[src/rtl/oam_dma_ctrl_if.sv]
// CPU register bus and OAM-side outputs of the OAM DMA engine.
// The master modport is the CPU/bench side; the slave modport is the DMA engine.
interface oam_dma_ctrl_if;
    logic        cpu_wr;
    logic        cpu_rd;
    logic [15:0] a;
    logic [7:0]  d;
    logic [7:0]  reg_q;
    logic        reg_oe;
    logic [15:0] dma_a;
    logic        dma_run;
    logic        dma_wr;
    logic        vram_to_oam;
    logic        oam_addr_ndma;
    logic        dma_done;

    modport master (
        output cpu_wr, cpu_rd, a, d,
        input  reg_q, reg_oe, dma_a, dma_run, dma_wr, vram_to_oam, oam_addr_ndma, dma_done
    );

    modport slave (
        input  cpu_wr, cpu_rd, a, d,
        output reg_q, reg_oe, dma_a, dma_run, dma_wr, vram_to_oam, oam_addr_ndma, dma_done
    );
endinterface

[src/rtl/oam_dma_ctrl.sv]
// OAM DMA engine: owns the source-page register and copies BYTES bytes from
// {src,8'h00} into OAM, one byte per M-cycle strobe.
module oam_dma_ctrl #(
    parameter logic [15:0] DMA_REG = 16'hFF46,
    parameter int          BYTES   = 160
) (
    input  logic         clk,
    input  logic         nreset,
    input  logic         mcyc,
    oam_dma_ctrl_if.slave bus
);

    typedef enum logic [1:0] {
        IDLE = 2'd0,
        ARM  = 2'd1,
        RUN  = 2'd2
    } state_t;

    localparam logic [7:0] LAST_IDX = 8'(BYTES - 1);

    state_t      state, state_nxt;
    logic        rearm, rearm_nxt;
    logic [7:0]  src, src_nxt;
    logic [7:0]  idx, idx_nxt;
    logic [15:0] dma_a_q, dma_a_nxt;
    logic        dma_done_q, dma_done_nxt;
    logic        reg_wr;
    logic        run;

    // Echo RAM (E0..FF) mirrors work RAM 0x2000 lower.
    function automatic logic [7:0] eff_page(input logic [7:0] s);
        return (s >= 8'hE0) ? (s - 8'h20) : s;
    endfunction

    function automatic logic in_vram(input logic [7:0] s);
        return (s >= 8'h80) && (s <= 8'h9F);
    endfunction

    assign reg_wr = bus.cpu_wr && (bus.a == DMA_REG);

    always_ff @(posedge clk) begin
        if (!nreset) begin
            state      <= IDLE;
            rearm      <= 1'b0;
            src        <= 8'hFF;
            idx        <= 8'h00;
            dma_a_q    <= 16'h0000;
            dma_done_q <= 1'b0;
        end else begin
            state      <= state_nxt;
            rearm      <= rearm_nxt;
            src        <= src_nxt;
            idx        <= idx_nxt;
            dma_a_q    <= dma_a_nxt;
            dma_done_q <= dma_done_nxt;
        end
    end

    always_comb begin
        state_nxt    = state;
        rearm_nxt    = rearm;
        src_nxt      = reg_wr ? bus.d : src;
        idx_nxt      = idx;
        dma_a_nxt    = dma_a_q;
        dma_done_nxt = 1'b0;
        case (state)
            IDLE: begin
                // A strobe coinciding with the write is not consumed here.
                if (reg_wr) begin
                    state_nxt = ARM;
                    rearm_nxt = 1'b0;
                end
            end
            ARM: begin
                if (!reg_wr && mcyc) begin
                    state_nxt = RUN;
                    idx_nxt   = 8'h00;
                    dma_a_nxt = {eff_page(src), 8'h00};
                end
            end
            RUN: begin
                // Restart wins over advancing; the byte strobed this edge is still written.
                if (reg_wr) begin
                    state_nxt = ARM;
                    rearm_nxt = 1'b1;
                    idx_nxt   = 8'h00;
                end else if (mcyc) begin
                    if (idx < LAST_IDX) begin
                        idx_nxt   = idx + 8'd1;
                        dma_a_nxt = {dma_a_q[15:8], idx + 8'd1};
                    end else begin
                        state_nxt    = IDLE;
                        dma_done_nxt = 1'b1;
                    end
                end
            end
            default: begin
                state_nxt = IDLE;
            end
        endcase
    end

    // OAM stays owned across a restart so the PPU never sees a half-copied table.
    assign run               = (state == RUN) || ((state == ARM) && rearm);
    assign bus.dma_run       = run;
    assign bus.oam_addr_ndma = !run;
    assign bus.dma_wr        = (state == RUN) && mcyc;
    assign bus.dma_a         = dma_a_q;
    assign bus.dma_done      = dma_done_q;
    assign bus.vram_to_oam   = run && in_vram(src);
    assign bus.reg_q         = src;
    assign bus.reg_oe        = bus.cpu_rd && (bus.a == DMA_REG);

endmodule

[src/flat_wrapper.sv]
// flat-port wrapper written by rule: the top's interface ports become plain ports
module oam_dma_ctrl_flat 
#(
    parameter logic [15:0] DMA_REG = 16'hFF46,
    parameter int          BYTES   = 160
)
  (clk, nreset, mcyc, bus_cpu_wr, bus_cpu_rd, bus_a, bus_d, bus_reg_q, bus_reg_oe, bus_dma_a, bus_dma_run, bus_dma_wr, bus_vram_to_oam, bus_oam_addr_ndma, bus_dma_done);
  oam_dma_ctrl_if bus_i ();
  input  logic clk;
  input  logic nreset;
  input  logic mcyc;
  input wire logic [$bits(bus_i.cpu_wr)-1:0] bus_cpu_wr;
  input wire logic [$bits(bus_i.cpu_rd)-1:0] bus_cpu_rd;
  input wire logic [$bits(bus_i.a)-1:0] bus_a;
  input wire logic [$bits(bus_i.d)-1:0] bus_d;
  output wire logic [$bits(bus_i.reg_q)-1:0] bus_reg_q;
  output wire logic [$bits(bus_i.reg_oe)-1:0] bus_reg_oe;
  output wire logic [$bits(bus_i.dma_a)-1:0] bus_dma_a;
  output wire logic [$bits(bus_i.dma_run)-1:0] bus_dma_run;
  output wire logic [$bits(bus_i.dma_wr)-1:0] bus_dma_wr;
  output wire logic [$bits(bus_i.vram_to_oam)-1:0] bus_vram_to_oam;
  output wire logic [$bits(bus_i.oam_addr_ndma)-1:0] bus_oam_addr_ndma;
  output wire logic [$bits(bus_i.dma_done)-1:0] bus_dma_done;
  assign bus_i.cpu_wr = bus_cpu_wr;
  assign bus_i.cpu_rd = bus_cpu_rd;
  assign bus_i.a = bus_a;
  assign bus_i.d = bus_d;
  assign bus_reg_q = bus_i.reg_q;
  assign bus_reg_oe = bus_i.reg_oe;
  assign bus_dma_a = bus_i.dma_a;
  assign bus_dma_run = bus_i.dma_run;
  assign bus_dma_wr = bus_i.dma_wr;
  assign bus_vram_to_oam = bus_i.vram_to_oam;
  assign bus_oam_addr_ndma = bus_i.oam_addr_ndma;
  assign bus_dma_done = bus_i.dma_done;
  oam_dma_ctrl #(.DMA_REG(DMA_REG), .BYTES(BYTES)) u_core (.clk(clk), .nreset(nreset), .mcyc(mcyc), .bus(bus_i));
endmodule
[config.mk]
export PLATFORM = sky130hd
export DESIGN_NAME = oam_dma_ctrl_flat
export DESIGN_NICKNAME = d
export VERILOG_FILES = /design/src/rtl/oam_dma_ctrl_if.sv /design/src/rtl/oam_dma_ctrl.sv /design/src/flat_wrapper.sv
export SDC_FILE = /design/constraint.sdc
export NUM_CORES = 1
export LEC_CHECK = 0
export ABC_AREA = 1
export BUFFER_PORTS_ARGS = -buffer_cell sky130_fd_sc_hd__buf_2
export CORE_MARGIN = 2
export CORE_UTILIZATION = 25
export DETAILED_ROUTE_END_ITERATION = 8
export PLACE_DENSITY = 0.41
export SYNTH_ARGS = -nofsm -noshare
export SYNTH_HDL_FRONTEND = slang
export SYNTH_SLANG_ARGS = --single-unit
[constraint.sdc]
create_clock -name clk -period 2.5 [get_ports clk]
set_clock_uncertainty 0.1 [all_clocks]
set_input_delay 0.25 -clock clk [delete_from_list [all_inputs] [get_ports clk]]
set_output_delay 0.25 -clock clk [all_outputs]
set_load 0.01 [all_outputs]
Yosys cells after proc, flatten, opt, wreduce, memory -nomap -nowiden

Cells that the tools add are included.

Word-level logic and storage cells: 68
Register bits: 36
Output and inout port bits: 30

Muxes and demuxes: 21
Equal/unequal tests: 12
Bitwise operators: 3
$lt $le $gt $ge: 4
Reduce and logical (&&, ||, !) cells: 19
Add/sub/neg operators: 2

Operator list:

| cell                                                     | number |
|---|---|
| two-way mux 16 bit                                       | 3 |
| two-way mux 8 bit                                        | 6 |
| case mux 16 bit (2 select lines)                         | 1 |
| equality test 16 bit, second input constant              | 1 |
| greater-or-equal comparator 8 bit, second input constant | 2 |
| case mux 8 bit (2 select lines)                          | 1 |
| two-way mux 2 bit                                        | 5 |
| adder 8 x 1 -> 8 bit, second input constant              | 1 |
| <= comparator 8 bit, second input constant               | 1 |
| < comparator 8 bit, second input constant                | 1 |
| inequality test 2 x 1 -> 1 bit, second input constant    | 4 |
| AND reduction 4 bit                                      | 2 |
| subtractor 8 x 6 -> 8 bit, second input constant         | 1 |
| logical AND 1 bit                                        | 7 |
| inequality test 3 x 2 -> 1 bit, second input constant    | 2 |
| case mux 2 bit (3 select lines)                          | 1 |
| AND reduction 3 bit                                      | 2 |
| AND reduction 5 bit                                      | 1 |
| inequality test 2 bit, second input constant             | 2 |
| nonzero test 2 bit                                       | 2 |
| OR reduction 4 bit                                       | 1 |
| two-way mux 1 bit                                        | 3 |
| inequality test 3 x 1 -> 1 bit, second input constant    | 1 |
| inverter 1 bit                                           | 3 |
| other kinds (6)                                          | 7 |

Logic depth before layout (Yosys ltp)

Gate-level depths: netlist of run 1.

Word-level depth: 6
Depth in mapped cells: 13
Mapped depth without buffers: 13

Least setup slack after synthesis of run 1

No wires, ideal clock.

Kind: register -> output
From: register u_core.state[1]
To: output bus_vram_to_oam
Required time: 2.150 ns
Stages on the path, launching flop included: 7
Data arrival time: 1.369 ns
Slack: 0.781 ns
Path buffers: 0
Cells stage by stage: dfxtp_1 inv_2 nor2_4 inv_2 o21ai_1 inv_1 nor4_1

Cells in the longest elaborated chain, start to end: 4
Elaborated cells between the ends (all ways): 5

RTL lines:

| item                         | RTL line            | source |
|---|---|---|
| start: declaration           | oam_dma_ctrl.sv:21  | `state_t state, state_nxt;` |
| start signal: assignment     | oam_dma_ctrl.sv:50  | `state <= state_nxt;` |
| equality test 2 x 1 -> 1 bit | oam_dma_ctrl.sv:104 | `assign run = (state == RUN) \|\| ((state == ARM) && rearm);` |
| logical AND 1 bit            | oam_dma_ctrl.sv:104 |  |
| logical OR 1 bit (*)         | oam_dma_ctrl.sv:104 |  |
| net bus_dma_run              | flat_wrapper.sv:19  | `output wire logic [$bits(bus_i.dma_run)-1:0] bus_dma_run;` |
| logical AND 1 bit (*)        | oam_dma_ctrl.sv:110 | `assign bus.vram_to_oam = run && in_vram(src);` |
| end: declaration             | flat_wrapper.sv:21  | `output wire logic [$bits(bus_i.vram_to_oam)-1:0] bus_vram_to_oam;` |

The timed path passes the listed nets; every way through them passes the cells marked *.

Worst setup path in the final report of run 1

From: register u_core.state[0]
To: output bus_vram_to_oam

Cells in the longest elaborated chain, start to end: 4
Elaborated cells between the ends (all ways): 5

RTL lines:

| item                         | RTL line |
|---|---|
| equality test 2 x 1 -> 1 bit | oam_dma_ctrl.sv:104 |
| logical AND 1 bit            | oam_dma_ctrl.sv:104 |
| logical OR 1 bit (*)         | oam_dma_ctrl.sv:104 |
| logical AND 1 bit (*)        | oam_dma_ctrl.sv:110 |

Every way passes the cells marked *; elsewhere a longest branch is shown, timed or not.

==> flow_results.xml, run 1 <==
<?xml version="1.0" encoding="UTF-8"?>
<metrics>
  <group name="cells_and_area">
    <metric name="final_net_count" unit="">372</metric>
    <metric name="layout-drive-gt1-share" unit="%">36.1</metric>
    <metric name="multi_input_area" unit="um^2">1130</metric>
    <metric name="final-instance-count-excl-fill" unit="">446</metric>
    <metric name="final_cell_mix" unit="">buf_2 (58), nand2_1 (44), dfxtp_1 (36)</metric>
    <metric name="area_growth_syn_to_layout" unit="%">20.9</metric>
    <metric name="regArea" unit="um^2">721</metric>
    <metric name="antennaDiodeCount" unit="">0</metric>
    <metric name="finalCoreUtilization" unit="%">31.0</metric>
    <metric name="mostFrequentLayoutCell" unit="">buf_2</metric>
    <metric name="n_fill_cell" unit="">903</metric>
  </group>
  <group name="floorplanning">
    <metric name="num_io_pins" unit="">59</metric>
    <metric name="coreArea" unit="um^2">8180</metric>
    <metric name="die_y" unit="um">95.6</metric>
    <metric name="initial_core_util" unit="%">25.7</metric>
    <metric name="dieWidth" unit="um">95.6</metric>
    <metric name="die_area" unit="um^2">9140</metric>
    <metric name="placement_rows" unit="">33</metric>
  </group>
  <group name="min_path">
    <metric name="hp_start" unit="">bus_d[4]</metric>
    <metric name="worst_hold_path.endpoint" unit="">u_core.bus.reg_q[4]</metric>
    <metric name="hp-class" unit="">input pin to flip-flop</metric>
    <metric name="timing.hold.worst_path_depth" unit="">3</metric>
  </group>
  <group name="clock_network">
    <metric name="cts_tree" unit="">yes</metric>
    <metric name="clkTransAtPathRegs" unit="ns">0.08</metric>
    <metric name="number_of_hold_buffers_added_after_cts" unit="">0</metric>
    <metric name="insertion_delay" unit="ns">0.29</metric>
    <metric name="cts_setup_buffers" unit="">0</metric>
    <metric name="cts.sinks" unit="">36</metric>
    <metric name="root_buffer" unit="">clkbuf_8</metric>
    <metric name="cts_buffers" unit="">5</metric>
    <metric name="h-tree-depth" unit="">2</metric>
    <metric name="cts_max_path_buffers" unit="">2</metric>
    <metric name="cts_repair_resize_count" unit="">0</metric>
  </group>
  <group name="placement">
    <metric name="place_inst" unit="">438</metric>
    <metric name="gp_congestion" unit="">0.791</metric>
    <metric name="port_buffers" unit="">58</metric>
    <metric name="hpwl" unit="um">3940</metric>
  </group>
  <group name="timing">
    <metric name="worstMarginPinSlew" unit="ns">0.312</metric>
    <metric name="final_report_setup_violation_count" unit="">0</metric>
    <metric name="setup_tns" unit="ns">0</metric>
    <metric name="fmaxAchievable" unit="GHz">0.510</metric>
    <metric name="slew_violations" unit="">0</metric>
    <metric name="timing.hold.ws" unit="ns">0.117</metric>
    <metric name="layout_worst_path_cycle_share" unit="%">78.5</metric>
    <metric name="timing.max_slew.rel_slack" unit="%">79.0</metric>
    <metric name="final_hold_vio_count" unit="">0</metric>
    <metric name="final.min_clock_period" unit="ns">1.96</metric>
    <metric name="rsz_0062_raised_after_global_routing" unit="">no</metric>
  </group>
  <group name="setup_path">
    <metric name="worst-setup-path-type" unit="">flip-flop to output port</metric>
    <metric name="cp_slowest_cell" unit="">dfxtp_1</metric>
    <metric name="worstPathMaxFanout" unit="">4</metric>
    <metric name="r2r_start" unit="">u_core.bus.reg_q[5]</metric>
    <metric name="worst-r2r-cell-count" unit="">6</metric>
    <metric name="timing.critical_path.mode_cell" unit="">inv_1</metric>
    <metric name="crit-reg2reg-capture" unit="">u_core.bus.dma_a[14]</metric>
    <metric name="critPathMaxStageDelay" unit="ns">0.43</metric>
    <metric name="crit_cells" unit="">7</metric>
    <metric name="r2r_setup_slack" unit="ns">0.83</metric>
    <metric name="cp_cell_sequence" unit="">inv_2 &gt; nor2_4 &gt; inv_1 &gt; o21ai_1 &gt; inv_1 &gt; nor4_1 &gt; buf_2</metric>
    <metric name="crit_arrival" unit="ns">1.61</metric>
    <metric name="startpoint_kind_of_the_worst_setup_timing_path" unit="">flip-flop</metric>
    <metric name="cp.required" unit="ns">2.15</metric>
    <metric name="critical_path_buf_inv_count" unit="">4</metric>
    <metric name="worstSetupEndpointType" unit="">output port</metric>
    <metric name="critical-path-top-delay-family" unit="">flip-flops</metric>
  </group>
  <group name="detailed_routing">
    <metric name="detail_route.iter0.violations" unit="">81</metric>
    <metric name="remaining_drc_errors" unit="">0</metric>
    <metric name="drt_pass1_iterations" unit="">4</metric>
    <metric name="antenna_violating_nets_post_route" unit="">0</metric>
    <metric name="routed_wire_length_per_instance" unit="um">11.8</metric>
    <metric name="routed_wl" unit="um">5260</metric>
    <metric name="drt-vias-per-instance" unit="">4.28</metric>
    <metric name="vias" unit="">1908</metric>
  </group>
  <group name="synth">
    <metric name="ys.warnings.count" unit="">0</metric>
    <metric name="async_reset_ff_share" unit="%">0</metric>
    <metric name="syn-num-nets" unit="">315</metric>
    <metric name="postSynth.topFlopCell" unit="">dfxtp_1</metric>
    <metric name="mappedNetlistArea" unit="um^2">2100</metric>
    <metric name="ys_ff_latch" unit="">36</metric>
    <metric name="synth-seq-area-share" unit="%">34.4</metric>
    <metric name="synth_cells" unit="">283</metric>
    <metric name="yosys.cell_types.count" unit="">34</metric>
    <metric name="synth_edf_count" unit="">0</metric>
    <metric name="syn_avg_cell_area" unit="um^2">7.41</metric>
  </group>
  <group name="global_routing">
    <metric name="grt_first_pass_wirelength" unit="um">8610</metric>
    <metric name="grt_use_total" unit="%">12.0</metric>
    <metric name="grt_pass1_vias" unit="">1764</metric>
    <metric name="antenna_violations_before_repair" unit="">0</metric>
    <metric name="grt_max_degree" unit="">22</metric>
    <metric name="grt.overflow.total" unit="">0</metric>
  </group>
  <group name="power">
    <metric name="leakage" unit="uW">0.00118</metric>
    <metric name="power_switching_share" unit="%">24.6</metric>
    <metric name="power_frac_seq" unit="%">52.3</metric>
    <metric name="max_ir_drop_vdd" unit="mV">0.162</metric>
    <metric name="clock_network_fraction_of_design_power" unit="%">41.6</metric>
    <metric name="comb_power_share" unit="%">6.0</metric>
    <metric name="power_report.internal_total" unit="uW">825</metric>
    <metric name="p_switching" unit="uW">269</metric>
    <metric name="power.density" unit="nW/um^2">431</metric>
  </group>
  <group name="run_status">
    <metric name="status" unit="">complete, no violations</metric>
  </group>
  <group name="job">
    <metric name="drv_cap" unit="">0</metric>
  </group>
</metrics>
[synth_stat cells, types with 4 or more instances]
cell | n | area share, %
inv_2 | 12 | 2.1
nand3_1 | 33 | 7.9
nand4_1 | 11 | 3.3
inv_1 | 27 | 4.8
nand2_1 | 44 | 7.9
nand2_2 | 13 | 3.9
buf_6 | 4 | 2.1
nor2_4 | 7 | 3.8
nand2_4 | 4 | 2.1
nor2_1 | 31 | 5.5
o21ai_0 | 8 | 1.9
a21oi_2 | 8 | 3.3
dfxtp_1 | 36 | 34
a21oi_1 | 15 | 3.6
[cell families after synthesis]
family / after synthesis / share of synthesized area (%)
fa+ha+maj: 3 / 1.79
compound gates: 37 / 11.2
buf+inv: 50 / 11.8
xor+xnor: 1 / 0.418
flops: 36 / 34.4
simple gates: 156 / 40.4
[worst register-to-register path: stages, from the launching register on]
cell and delay [ns]:
dfxtp_1 0.50, ha_1 0.20, nand3b_1 0.09, o21ai_0 0.29
a21oi_1 0.10, o21ai_0 0.22, a21oi_1 0.06
[how the worst max path moves through the flow]
stage | start | slack [ns] | to
after floorplan | u_core.state[1] | 0.78 | bus_vram_to_oam
after global placement | bus_a[5] | 0.81 | u_core.bus.dma_a[6]
after detailed placement | u_core.bus.reg_q[6] | 0.80 | u_core.bus.dma_a[14]
after CTS | u_core.state[0] | 0.48 | bus_vram_to_oam
after global routing | u_core.state[0] | 0.41 | bus_vram_to_oam
final | u_core.state[0] | 0.54 | bus_vram_to_oam
[power groups by stage]
stage / clock network, uW / logic [uW] / registers, uW
2_1_floorplan: 0 / 36.7 / 586
3_3_place_gp: 0 / 66.6 / 586
3_5_place_dp: 0 / 67.1 / 586
4_1_cts: 475 / 67.2 / 573
5_1_grt: 495 / 74.3 / 573
6_report: 455 / 66.1 / 573
[per-layer routing]
| layer | part of all wire (%) | GRT usage (%) | routed length, um |
|---|---|---|---|
| met1 | 51 | 16.9 | 2700 |
| met2 | 42 | 17.9 | 2230 |
| met3 | 4.5 | 2.37 | 239 |
| met4 | 1.6 | 4.64 | 82 |
| met5 | 0 | 0 | 0 |
[flip-flops by register name, indices dropped and copies added, names as in the netlist]
| signal | cells |
|---|---|
| u_core.bus.dma_a | 16 |
| u_core.bus.reg_q | 8 |
| u_core.idx | 8 |
| u_core.state | 2 |
| u_core.bus.dma_done | 1 |
| u_core.rearm | 1 |
[through the flow]
step                      cell area [um^2]  setup slack (ns)  total power, uW
after detailed placement              2440             0.797              653
after global routing                  2540             0.414             1140
after floorplan                       2100             0.781              623
after global placement                2440             0.806              653
final                                 2540             0.539             1090
after CTS                             2540             0.479             1110
[final cells by class]
cell class | count | share of cell area [%]
multi-input cells | 197 | 44.5
flip-flops and latches | 36 | 28.4
repair buffers | 61 | 12.3
inverters | 39 | 5.77
well taps | 105 | 5.18
clock buffers | 6 | 3.26
clock inverters | 2 | 0.543
Power figures use the tool's default switching activity.
==> inputs of run 2 (changes only) <==
- clock period: 2.5 -> 1.9 ns (I/O delays scaled with it)
==> run 2 against run 1 <==
Clock power grew 24%. First-iteration DRC count fell by 37%. Global-route usage up 0.20 points. Cell area is 1.9% higher. Combinational power up 30%. Highest routed layer unchanged.
==> flow_results.xml, run 2 (synthesis results as in run 1) <==
<?xml version="1.0" encoding="UTF-8"?>
<metrics>
  <group name="setup_path">
    <metric name="timing.critical_path.mode_cell" unit="">inv_1</metric>
    <metric name="worst-setup-path-type" unit="">flip-flop to output port</metric>
    <metric name="worstSetupEndpointType" unit="">output port</metric>
    <metric name="cp_slowest_cell" unit="">dfxtp_2</metric>
    <metric name="critPathMaxStageDelay" unit="ns">0.37</metric>
    <metric name="cp_cell_sequence" unit="">inv_2 &gt; nor2_4 &gt; inv_1 &gt; o21ai_2 &gt; inv_1 &gt; nor4_1 &gt; buf_2</metric>
    <metric name="crit_arrival" unit="ns">1.48</metric>
    <metric name="critical_path_buf_inv_count" unit="">4</metric>
    <metric name="worstPathMaxFanout" unit="">4</metric>
    <metric name="startpoint_kind_of_the_worst_setup_timing_path" unit="">flip-flop</metric>
    <metric name="critical-path-top-delay-family" unit="">flip-flops</metric>
    <metric name="cp.required" unit="ns">1.61</metric>
  </group>
  <group name="detailed_routing">
    <metric name="drt_pass1_iterations" unit="">4</metric>
    <metric name="detail_route.iter0.violations" unit="">51</metric>
    <metric name="drt-vias-per-instance" unit="">4.38</metric>
    <metric name="routed_wire_length_per_instance" unit="um">11.6</metric>
    <metric name="remaining_drc_errors" unit="">0</metric>
    <metric name="antenna_violating_nets_post_route" unit="">0</metric>
    <metric name="vias" unit="">1986</metric>
    <metric name="routed_wl" unit="um">5250</metric>
  </group>
  <group name="power">
    <metric name="power_report.internal_total" unit="uW">1040</metric>
    <metric name="power_switching_share" unit="%">25.5</metric>
    <metric name="power_frac_seq" unit="%">53.8</metric>
    <metric name="max_ir_drop_vdd" unit="mV">0.258</metric>
    <metric name="leakage" unit="uW">0.00121</metric>
    <metric name="comb_power_share" unit="%">6.2</metric>
    <metric name="p_switching" unit="uW">357</metric>
    <metric name="clock_network_fraction_of_design_power" unit="%">40.1</metric>
    <metric name="power.density" unit="nW/um^2">542</metric>
  </group>
  <group name="timing">
    <metric name="setup_tns" unit="ns">0</metric>
    <metric name="final_hold_vio_count" unit="">0</metric>
    <metric name="rsz_0062_raised_after_global_routing" unit="">no</metric>
    <metric name="final_report_setup_violation_count" unit="">0</metric>
    <metric name="layout_worst_path_cycle_share" unit="%">92.9</metric>
    <metric name="timing.max_slew.rel_slack" unit="%">77.3</metric>
    <metric name="fmaxAchievable" unit="GHz">0.566</metric>
    <metric name="worstMarginPinSlew" unit="ns">0.337</metric>
    <metric name="timing.hold.ws" unit="ns">0.0515</metric>
    <metric name="slew_violations" unit="">0</metric>
    <metric name="final.min_clock_period" unit="ns">1.77</metric>
  </group>
  <group name="floorplanning">
    <metric name="dieWidth" unit="um">95.6</metric>
    <metric name="die_area" unit="um^2">9140</metric>
    <metric name="die_y" unit="um">95.6</metric>
    <metric name="coreArea" unit="um^2">8180</metric>
    <metric name="num_io_pins" unit="">59</metric>
    <metric name="initial_core_util" unit="%">25.7</metric>
    <metric name="placement_rows" unit="">33</metric>
  </group>
  <group name="global_routing">
    <metric name="grt.overflow.total" unit="">0</metric>
    <metric name="grt_use_total" unit="%">12.2</metric>
    <metric name="grt_max_degree" unit="">22</metric>
    <metric name="grt_first_pass_wirelength" unit="um">8800</metric>
    <metric name="grt_pass1_vias" unit="">1879</metric>
    <metric name="antenna_violations_before_repair" unit="">0</metric>
  </group>
  <group name="cells_and_area">
    <metric name="largest_register_ffs" unit="">16</metric>
    <metric name="antennaDiodeCount" unit="">0</metric>
    <metric name="mostFrequentLayoutCell" unit="">buf_2</metric>
    <metric name="final_net_count" unit="">379</metric>
    <metric name="final_cell_mix" unit="">buf_2 (58), nand2_1 (44), dfxtp_1 (35)</metric>
    <metric name="area_growth_syn_to_layout" unit="%">23.3</metric>
    <metric name="layout-drive-gt1-share" unit="%">37.9</metric>
  </group>
  <group name="placement">
    <metric name="gp_congestion" unit="">0.772</metric>
    <metric name="hpwl" unit="um">3950</metric>
    <metric name="port_buffers" unit="">58</metric>
  </group>
  <group name="clock_network">
    <metric name="cts.sinks" unit="">36</metric>
    <metric name="cts_max_path_buffers" unit="">2</metric>
    <metric name="clkTransAtPathRegs" unit="ns">0.09</metric>
    <metric name="number_of_hold_buffers_added_after_cts" unit="">0</metric>
    <metric name="insertion_delay" unit="ns">0.29</metric>
    <metric name="cts_buffers" unit="">5</metric>
    <metric name="cts_tree" unit="">yes</metric>
    <metric name="root_buffer" unit="">clkbuf_8</metric>
    <metric name="h-tree-depth" unit="">2</metric>
  </group>
  <group name="run_status">
    <metric name="status" unit="">complete, no violations</metric>
  </group>
  <group name="job">
    <metric name="drv_cap" unit="">0</metric>
  </group>
  <group name="min_path">
    <metric name="hp-class" unit="">input pin to flip-flop</metric>
  </group>
</metrics>
==> run 2: path summary, 6_finish.rpt <==
| path | start | to | slack, ns | cells after the start |
|---|---|---|---|---|
| worst min-delay path | bus_d[4] | u_core.bus.reg_q[4] | 0.05 | 3 |
| worst max register to register | u_core.idx[0] | u_core.idx[1] | 0.21 | 11 |
| worst max-delay path | u_core.state[0] | bus_vram_to_oam | 0.13 | 7 |
| worst min register to register | u_core.bus.dma_a[14] | u_core.bus.dma_a[14] | 0.34 | 2 |
==> run 2: power groups by stage <==
stage                     sequential, uW  combinational [uW]  clock [uW]
after detailed placement             771                87.7           0
after CTS                            754                87.8         586
after global routing                 754                97.4         616
after global placement               771                86.9           0
after floorplan                      771                48.3           0
final                                754                86.2         562
==> run 2: repair_timing <==
action                                  4_1_cts  5_1_grt
pin swaps                                     1        0
buffers inserted                              1        0
gates cloned                                  0        0
endpoints found under the setup margin        1        1
gates resized for setup                       0        2
==> run 2: metrics by stage <==
step                      total power (uW)  instance area (um^2)  utilization [%]  instances  worst slack (ns)
after floorplan                        820                  2100                -        283             0.241
after global placement                 858                  2480             30.4        444             0.243
after detailed placement               859                  2480             30.4        444             0.204
after CTS                             1430                  2580             31.6        453           0.00311
after global routing                  1470                  2580             31.6        453          0.000313
final                                 1400                  2580             31.6        453             0.134
==> run 2: worst min-delay path: cells and delay by family <==
kind / cells / cell delay, ns
buffers and inverters: 1 / 0.07
and+or+nand+nor: 2 / 0.16
==> run 2: layout make-up <==
| class | instances | area [um^2] |
|---|---|---|
| Sequential cell | 36 | 722 |
| Clock buffer | 5 | 68.8 |
| Timing Repair Buffer | 68 | 365 |
| Tap cell | 105 | 131 |
| Multi-Input combinational cell | 197 | 1130 |
| Fill cell | 932 | 5590 |
| Inverter | 39 | 146 |
| Clock inverter | 3 | 18.8 |
==> run 2: layer usage <==
layer / GRT usage (%) / wire (um) / vias to the layer above
li1: - / - / 1039
met4: 3.93 / 76 / 0
met1: 17.4 / 2610 / 885
met2: 18.5 / 2250 / 57
met5: 0 / 0 / -
met3: 2.21 / 309 / 5
